## src/rtl/axi_read_arbiter.sv

```systemverilog
// Round-robin sharing of one AXI read master (AR/R) among NUM_REQ requesters.
// AR IDs are tagged with the winning index; R beats are steered back by that tag.
module axi_read_arbiter #(
   parameter int NUM_REQ    = 2,
   parameter int ADDR_WIDTH = 32,
   parameter int DATA_WIDTH = 32,
   parameter int ID_WIDTH   = 8,
   parameter int MAX_TXNS   = 8,
   parameter int IDX_W      = $clog2(NUM_REQ),
   parameter int MID_WIDTH  = ID_WIDTH + IDX_W
) (
   input  logic                            clk_i,
   input  logic                            rst_i,
   input  logic [NUM_REQ*ID_WIDTH-1:0]     s_arid,
   input  logic [NUM_REQ*ADDR_WIDTH-1:0]   s_araddr,
   input  logic [NUM_REQ*8-1:0]            s_arlen,
   input  logic [NUM_REQ*3-1:0]            s_arsize,
   input  logic [NUM_REQ*2-1:0]            s_arburst,
   input  logic [NUM_REQ*3-1:0]            s_arprot,
   input  logic [NUM_REQ-1:0]              s_arvalid,
   output logic [NUM_REQ-1:0]              s_arready,
   output logic [ID_WIDTH-1:0]             s_rid,
   output logic [DATA_WIDTH-1:0]           s_rdata,
   output logic [1:0]                      s_rresp,
   output logic                            s_rlast,
   output logic [NUM_REQ-1:0]              s_rvalid,
   input  logic [NUM_REQ-1:0]              s_rready,
   output logic [MID_WIDTH-1:0]            m_axi_arid,
   output logic [ADDR_WIDTH-1:0]           m_axi_araddr,
   output logic [7:0]                      m_axi_arlen,
   output logic [2:0]                      m_axi_arsize,
   output logic [1:0]                      m_axi_arburst,
   output logic [2:0]                      m_axi_arprot,
   output logic                            m_axi_arvalid,
   input  logic                            m_axi_arready,
   input  logic [MID_WIDTH-1:0]            m_axi_rid,
   input  logic [DATA_WIDTH-1:0]           m_axi_rdata,
   input  logic [1:0]                      m_axi_rresp,
   input  logic                            m_axi_rlast,
   input  logic                            m_axi_rvalid,
   output logic                            m_axi_rready,
   output logic                            busy_o
);

   localparam int CNT_W = $clog2(MAX_TXNS + 1);

   typedef enum logic {IDLE, HOLD} state_t;

   state_t           r_state;
   logic [IDX_W-1:0] r_grant;
   logic [IDX_W-1:0] r_rr_ptr;
   logic [CNT_W-1:0] r_outstanding;
   logic             r_arvalid;
   logic [MID_WIDTH-1:0]  r_arid;
   logic [ADDR_WIDTH-1:0] r_araddr;
   logic [7:0]       r_arlen;
   logic [2:0]       r_arsize;
   logic [1:0]       r_arburst;
   logic [2:0]       r_arprot;

   logic [IDX_W-1:0] w_cand;
   logic [IDX_W-1:0] w_grant;
   logic             w_found;
   logic             w_can_grant;
   logic             w_ar_hs;
   logic             w_r_done;
   logic [IDX_W-1:0] w_ridx;

   // Search starts one past the last winner; power-of-two NUM_REQ makes the wrap free.
   always_comb begin
      w_found = 1'b0;
      w_grant = '0;
      w_cand  = '0;
      for (int i = 1; i <= NUM_REQ; i++) begin
         w_cand = r_rr_ptr + IDX_W'(i);
         if (!w_found && s_arvalid[w_cand]) begin
            w_found = 1'b1;
            w_grant = w_cand;
         end
      end
   end

   assign w_can_grant = !rst_i && (r_state == IDLE) && w_found &&
                        (r_outstanding < CNT_W'(MAX_TXNS));
   assign w_ar_hs     = r_arvalid && m_axi_arready;
   assign w_r_done    = m_axi_rvalid && m_axi_rready && m_axi_rlast;

   always_comb begin
      s_arready = '0;
      if (w_can_grant) s_arready[w_grant] = 1'b1;
   end

   always_ff @(posedge clk_i or posedge rst_i) begin
      if (rst_i) begin
         r_state   <= IDLE;
         r_grant   <= '0;
         r_rr_ptr  <= IDX_W'(NUM_REQ - 1);
         r_arvalid <= 1'b0;
         r_arid    <= '0;
         r_araddr  <= '0;
         r_arlen   <= '0;
         r_arsize  <= '0;
         r_arburst <= '0;
         r_arprot  <= '0;
      end else begin
         case (r_state)
            IDLE: if (w_can_grant) begin
               r_state   <= HOLD;
               r_arvalid <= 1'b1;
               r_grant   <= w_grant;
               r_arid    <= {w_grant, s_arid[int'(w_grant)*ID_WIDTH +: ID_WIDTH]};
               r_araddr  <= s_araddr[int'(w_grant)*ADDR_WIDTH +: ADDR_WIDTH];
               r_arlen   <= s_arlen[int'(w_grant)*8 +: 8];
               r_arsize  <= s_arsize[int'(w_grant)*3 +: 3];
               r_arburst <= s_arburst[int'(w_grant)*2 +: 2];
               r_arprot  <= s_arprot[int'(w_grant)*3 +: 3];
            end
            HOLD: if (m_axi_arready) begin
               r_state   <= IDLE;
               r_arvalid <= 1'b0;
               r_rr_ptr  <= r_grant;
            end
            default: r_state <= IDLE;
         endcase
      end
   end

   // Simultaneous issue and completion cancel; a stray completion at zero is ignored.
   always_ff @(posedge clk_i or posedge rst_i) begin
      if (rst_i) begin
         r_outstanding <= '0;
      end else if (w_ar_hs && !w_r_done) begin
         r_outstanding <= r_outstanding + 1'b1;
      end else if (w_r_done && !w_ar_hs && (r_outstanding != '0)) begin
         r_outstanding <= r_outstanding - 1'b1;
      end
   end

   assign w_ridx = m_axi_rid[MID_WIDTH-1 -: IDX_W];

   always_comb begin
      s_rvalid         = '0;
      s_rvalid[w_ridx] = m_axi_rvalid;
   end

   assign m_axi_rready  = s_rready[w_ridx];
   assign s_rid         = m_axi_rid[ID_WIDTH-1:0];
   assign s_rdata       = m_axi_rdata;
   assign s_rresp       = m_axi_rresp;
   assign s_rlast       = m_axi_rlast;

   assign m_axi_arvalid = r_arvalid;
   assign m_axi_arid    = r_arid;
   assign m_axi_araddr  = r_araddr;
   assign m_axi_arlen   = r_arlen;
   assign m_axi_arsize  = r_arsize;
   assign m_axi_arburst = r_arburst;
   assign m_axi_arprot  = r_arprot;
   assign busy_o        = (r_state == HOLD) || (r_outstanding != '0);

endmodule

```

## config.mk

```make
export PLATFORM = sky130hd
export DESIGN_NAME = axi_read_arbiter
export DESIGN_NICKNAME = d
export VERILOG_FILES = /design/src/rtl/axi_read_arbiter.sv
export SDC_FILE = /design/constraint.sdc
export NUM_CORES = 1
export LEC_CHECK = 0
export CAP_MARGIN = 5
export CORE_AREA = 2 2 107 109
export CTS_BUF_LIST = sky130_fd_sc_hd__clkbuf_8
export DETAILED_ROUTE_END_ITERATION = 16
export DIE_AREA = 0 0 109 111
export PLACE_DENSITY_LB_ADDON = 0.25
export SYNTH_ARGS = -nofsm -noshare
export SYNTH_HDL_FRONTEND = slang
export SYNTH_SLANG_ARGS = --single-unit
```

## constraint.sdc

```tcl
create_clock -name clk_i -period 5.2 [get_ports clk_i]
set_input_delay 1.04 -clock clk_i [delete_from_list [all_inputs] [get_ports clk_i]]
set_output_delay 1.04 -clock clk_i [all_outputs]
set_load 0.01 [all_outputs]
```

# Yosys cells after proc, flatten, opt, wreduce, memory -nomap -nowiden
# Index checks and enable logic that the tools add are counted.
[op_classes]
eq_ne = 2
mux = 23
reduce_logical = 22
add_sub_neg = 3
n_bitwise = 2
n_mul = 1
magnitude_cmp = 7
shifts = 6
[op_table]
columns = ["op", "n"]
rows = [
  ["64-bit by 7-bit variable part select with 32-bit output", 1],
  ["16-bit by 5-bit variable part select with 8-bit output", 2],
  ["6-bit by 32-bit variable part select with 3-bit output", 1],
  ["1-bit 2-to-1 mux", 16],
  ["1-bit logical AND", 12],
  ["1-bit by 2-bit < comparator with 1-bit output, second input constant", 4],
  ["4-bit 2-to-1 mux", 2],
  ["2-bit AND reduction", 3],
  ["6-bit by 4-bit variable part select with 3-bit output", 1],
  ["4-bit by 1-bit adder with 4-bit output, second input constant", 1],
  ["1-bit zero test", 4],
  ["4-bit < comparator, second input constant", 1],
  ["2-bit != test, second input constant", 2],
  ["1-bit one-hot mux with 2 select lines", 2],
  ["4-bit nonzero test", 1],
  ["4-bit by 3-bit variable part select with 2-bit output", 1],
  ["4-bit by 1-bit subtractor with 4-bit output, second input constant", 1],
  ["1-bit by 2-bit multiplier with 3-bit output, second input constant", 1],
  ["2-bit bitwise AND", 1],
  ["1-bit demux with 1-bit select", 2],
  ["1-bit >= comparator, second input constant", 2],
  ["2-bit 2-to-1 mux", 1],
  ["2-bit nonzero test", 1],
  ["1-bit adder, second input constant", 1],
  ["other kinds (2)", 2],
]
[totals]
regBits = 65
out_inout_bits = 107
wordCells = 77

# Logic depth before layout (Yosys ltp)
[depth]
word_depth = 12
depth_mapped = 8
depth_no_buf = 8

# Worst setup path before layout
# No wires, ideal clock.
[synth_path]
path_type = "in2out"
start = "input port rst_i"
end = "output port s_arready[0]"
path_slack_ns = 2.385
path_stages = 4
arrival_time_ns = 1.775
n_path_buf = 2
required_ns = 4.160
path_cell_list = "nor3_2 > and3_1 > buf_4 > buf_2"
[synth_via]
elab_chain_len = 5
[synth_lines]
columns = ["item", "line", "source"]
rows = [
  ["start, declared", "13", "input logic rst_i,"],
  ["1-bit zero test (no line)", "--", ""],
  ["1-bit logical AND (3 in series)", "83", "assign w_can_grant = !rst_i && (r_state == IDLE) && w_found &&"],
  ["2-bit 2-to-1 mux", "90", "if (w_can_grant) s_arready[w_grant] = 1'b1;"],
  ["end, declared", "21", "output logic [NUM_REQ-1:0] s_arready,"],
]
# No other way between the ends.

# Final worst setup path
[layout_path]
start = "input port rst_i"
end = "output port s_arready[1]"
# The elaborated chain is that of the path after synthesis.

==> flow_summary.json <==
{
  "critPathTopFamily": "buffers and inverters",
  "post_synth_num_cell_types": 30,
  "n_antenna_cell": 0,
  "worst-endpoint-arrival_ps": 2660,
  "initial_utilization_pct": 28.11,
  "power_frac_seq_pct": 35.6,
  "layout.core_utilization_pct": 44.71,
  "ctsLongestPathBuffers": 2,
  "wl_mm": 9.411,
  "drt.antenna.violating_nets": 0,
  "power_frac_comb_pct": 46.2,
  "io-pin-count": 271,
  "p_total_uw": 2475,
  "grt_max_degree": 58,
  "initialDrtViolationCount": 292,
  "clk_transition_reported_paths_ps": 70,
  "portBuffers": 186,
  "cts_made_buffers": 9,
  "worstSetupPathType": "input port to output pin",
  "vias_in_the_first_global_route": 2869,
  "cts-htree-levels": 3,
  "layout_common_cells": "186 x clkdlybuf4s50_1, 63 x dfrtp_1, 59 x inv_1",
  "worstSetupEndpointType": "output pin",
  "timing.hold.worst.class": "register to register",
  "cts_hold_repair.buffers": 0,
  "rsz0062_at_grt": "no",
  "setup_viol_count_final": 0,
  "final_max_slew_viol_count": 0,
  "vdd_drop_max_uv": 190.3,
  "grt_antenna_before_repair": 0,
  "start_kind": "input port",
  "detail_route.wl_per_cell_um": 16.75,
  "clock_latency_ps": 340,
  "row_count": 39,
  "routed_via_density": 4.927,
  "syn_area_um2": 3114,
  "detail_route.first_pass.iterations": 6,
  "die_w_um": 109,
  "dr_total_vias": 2769,
  "run_status": "completed",
  "switching_portion_of_total_power_pct": 32.38,
  "layout_worst_path_cycle_share_pct": 71.22,
  "worstPathCellList": "clkdlybuf4s50_1 -> nor3_2 -> and3_2 -> clkdlybuf4s50_1",
  "layout_commonest_cell": "clkdlybuf4s50_1",
  "final.setup.tns_ps": 0,
  "critPathMaxStageDelay_ps": 580,
  "mappedNetlistNets": 443,
  "ys_ff_latch": 64,
  "cp_data_required_time_ps": 4160,
  "groute.usage.overall_pct": 15.40,
  "p_int_uw": 1674,
  "p_per_area_nw_per_um2": 499.8,
  "clock_skew_ps": 7.024,
  "post_cts.resized_instances": 0,
  "tritoncts": "done",
  "switching_power_uw": 801.4,
  "drt_drc_violations_left": 0,
  "hold_violations": 0,
  "worst_slew_margin_rel_pct": 57.15,
  "grt_pass1_wl_mm": 14.32,
  "critical_path.n_buffers_inverters": 2,
  "cts_setup_buffers": 0,
  "critical-path-slowest-cell": "clkdlybuf4s50_1",
  "global_route.overflow_total": 0,
  "drv.max_cap_violation_count": 0,
  "crit_path_max_fanout": 3,
  "drive_above_1_share_pct": 7.160,
  "achievable-frequency_mhz": 270.0,
  "tritoncts_num_sinks": 64,
  "area_growth_syn_to_layout_pct": 59.02,
  "globalplace.congestion": 0.7385,
  "dieArea_um2": 12100,
  "ctsRootBufferMaster": "clkbuf_8",
  "synthCells": 276,
  "power.clock.fraction_pct": 18.2,
  "total_leakage_power_uw": 0.002275,
  "synth_seq_area_share_pct": 51.47,
  "critPathMostFrequentCell": "clkdlybuf4s50_1",
  "tightest_slew_ps": 642.8,
  "synthesis.area_per_instance_um2": 11.28,
  "yosys_warnings": 0,
  "dp_hpwl_mm": 6.665,
  "final_net_count": 581,
  "final_period_minus_worst_setup_slack_ps": 3703,
  "fp.coreArea_um2": 11080,
  "fp.dieH_um": 111
}
state kept, by name (all words and copies together), names as in the netlist:
| register | count |
|---|---|
| m_axi_arsize | 3 |
| r_state | 1 |
| m_axi_arburst | 2 |
| r_outstanding | 4 |
| m_axi_arid | 8 |
| m_axi_arvalid | 1 |
| r_grant | 1 |
| m_axi_arprot | 3 |
| r_rr_ptr | 1 |
| m_axi_arlen | 8 |
| m_axi_araddr | 32 |
cell type report:
cell class                 instances  area, um^2
tap                              143       178.9
clock buffer                      12       165.2
sequential                        64        1603
timing repair buffer             190        1892
multi-input combinational         90       848.3
inverter                          59       221.5
clock inverter                     4       43.79
fill                            1067        6125
layer usage:
| layer | vias up | part of all wire, % | track usage, % | routed length, um |
|---|---|---|---|---|
| met1 | 1347 | 39 | 16.87 | 3661 |
| met5 | - | 0 | 0 | 0 |
| met2 | 163 | 48 | 25.80 | 4550 |
| li1 | 1239 | - | - | - |
| met4 | 0 | 2.3 | 7.778 | 220 |
| met3 | 20 | 10 | 5.585 | 979 |
cell families after synthesis:
group / synth area share (%)
buf+inv: 21.61
mux: 1.888
flops: 51.47
fa+ha+maj: 1.446
simple gates: 3.255
xor+xnor: 0.8439
compound gates: 19.49
cells in the mapped netlist (all sizes together):
cell	n	area share, %
dfrtp	63	51
buf	60	14
inv	59	7.1
a222oi	56	18
nand2	7	0.84
mux2	4	1.6
clkbuf	3	0.36
a21o	2	0.48
and2	2	0.40
and3	2	0.40
ha	2	0.80
o21ai	2	0.44
xnor2	2	0.56
a21oi	1	0.16
a31oi	1	0.40
dfstp	1	0.84
fa	1	0.64
mux2i	1	0.32
nand2b	1	0.20
nor2	1	0.20
nor2b	1	0.20
nor3	1	0.32
nor4	1	0.20
nor4b	1	0.48
xor2	1	0.28
stage by stage:
step / setup slack, ps / area, um^2 / cells / hold WS (ps)
6_report: 1497 / 4952 / 562 / 503.6
5_1_grt: 1431 / 4952 / 562 / 530.4
4_1_cts: 1476 / 4952 / 562 / 511.8
3_5_place_dp: 1484 / 4743 / 546 / 494.7
3_3_place_gp: 1486 / 4743 / 546 / 483.2
2_1_floorplan: 2385 / 3114 / 276 / 469.3
worst paths after layout:
kind,startpoint,to,slack [ps],cells after the start
worst min-delay path,r_grant,r_grant,500,1
worst min register to register,r_grant,r_grant,500,1
worst max register to register,r_outstanding[3],m_axi_arlen[2],3220,5
min in group asynchronous,rst_i,r_state,1100,2
max in group asynchronous,rst_i,r_rr_ptr,3160,3
worst max-delay path,rst_i,s_arready[1],1500,4
worst register-to-register path, stage by stage (launching register included):
cell and delay, ps:
dfrtp_1 420, nor3_2 350, o21ai_4 250, buf_4 350, a222oi_1 400, inv_1 80
power groups by stage:
stage	registers, uW	logic, uW	clock network, uW
floorplan	962	491	0
global placement	878	1140	0
detailed placement	883	1160	0
CTS	882	1160	469
global route	907	1240	492
finish	881	1140	451
Power figures use the tool's default switching activity.
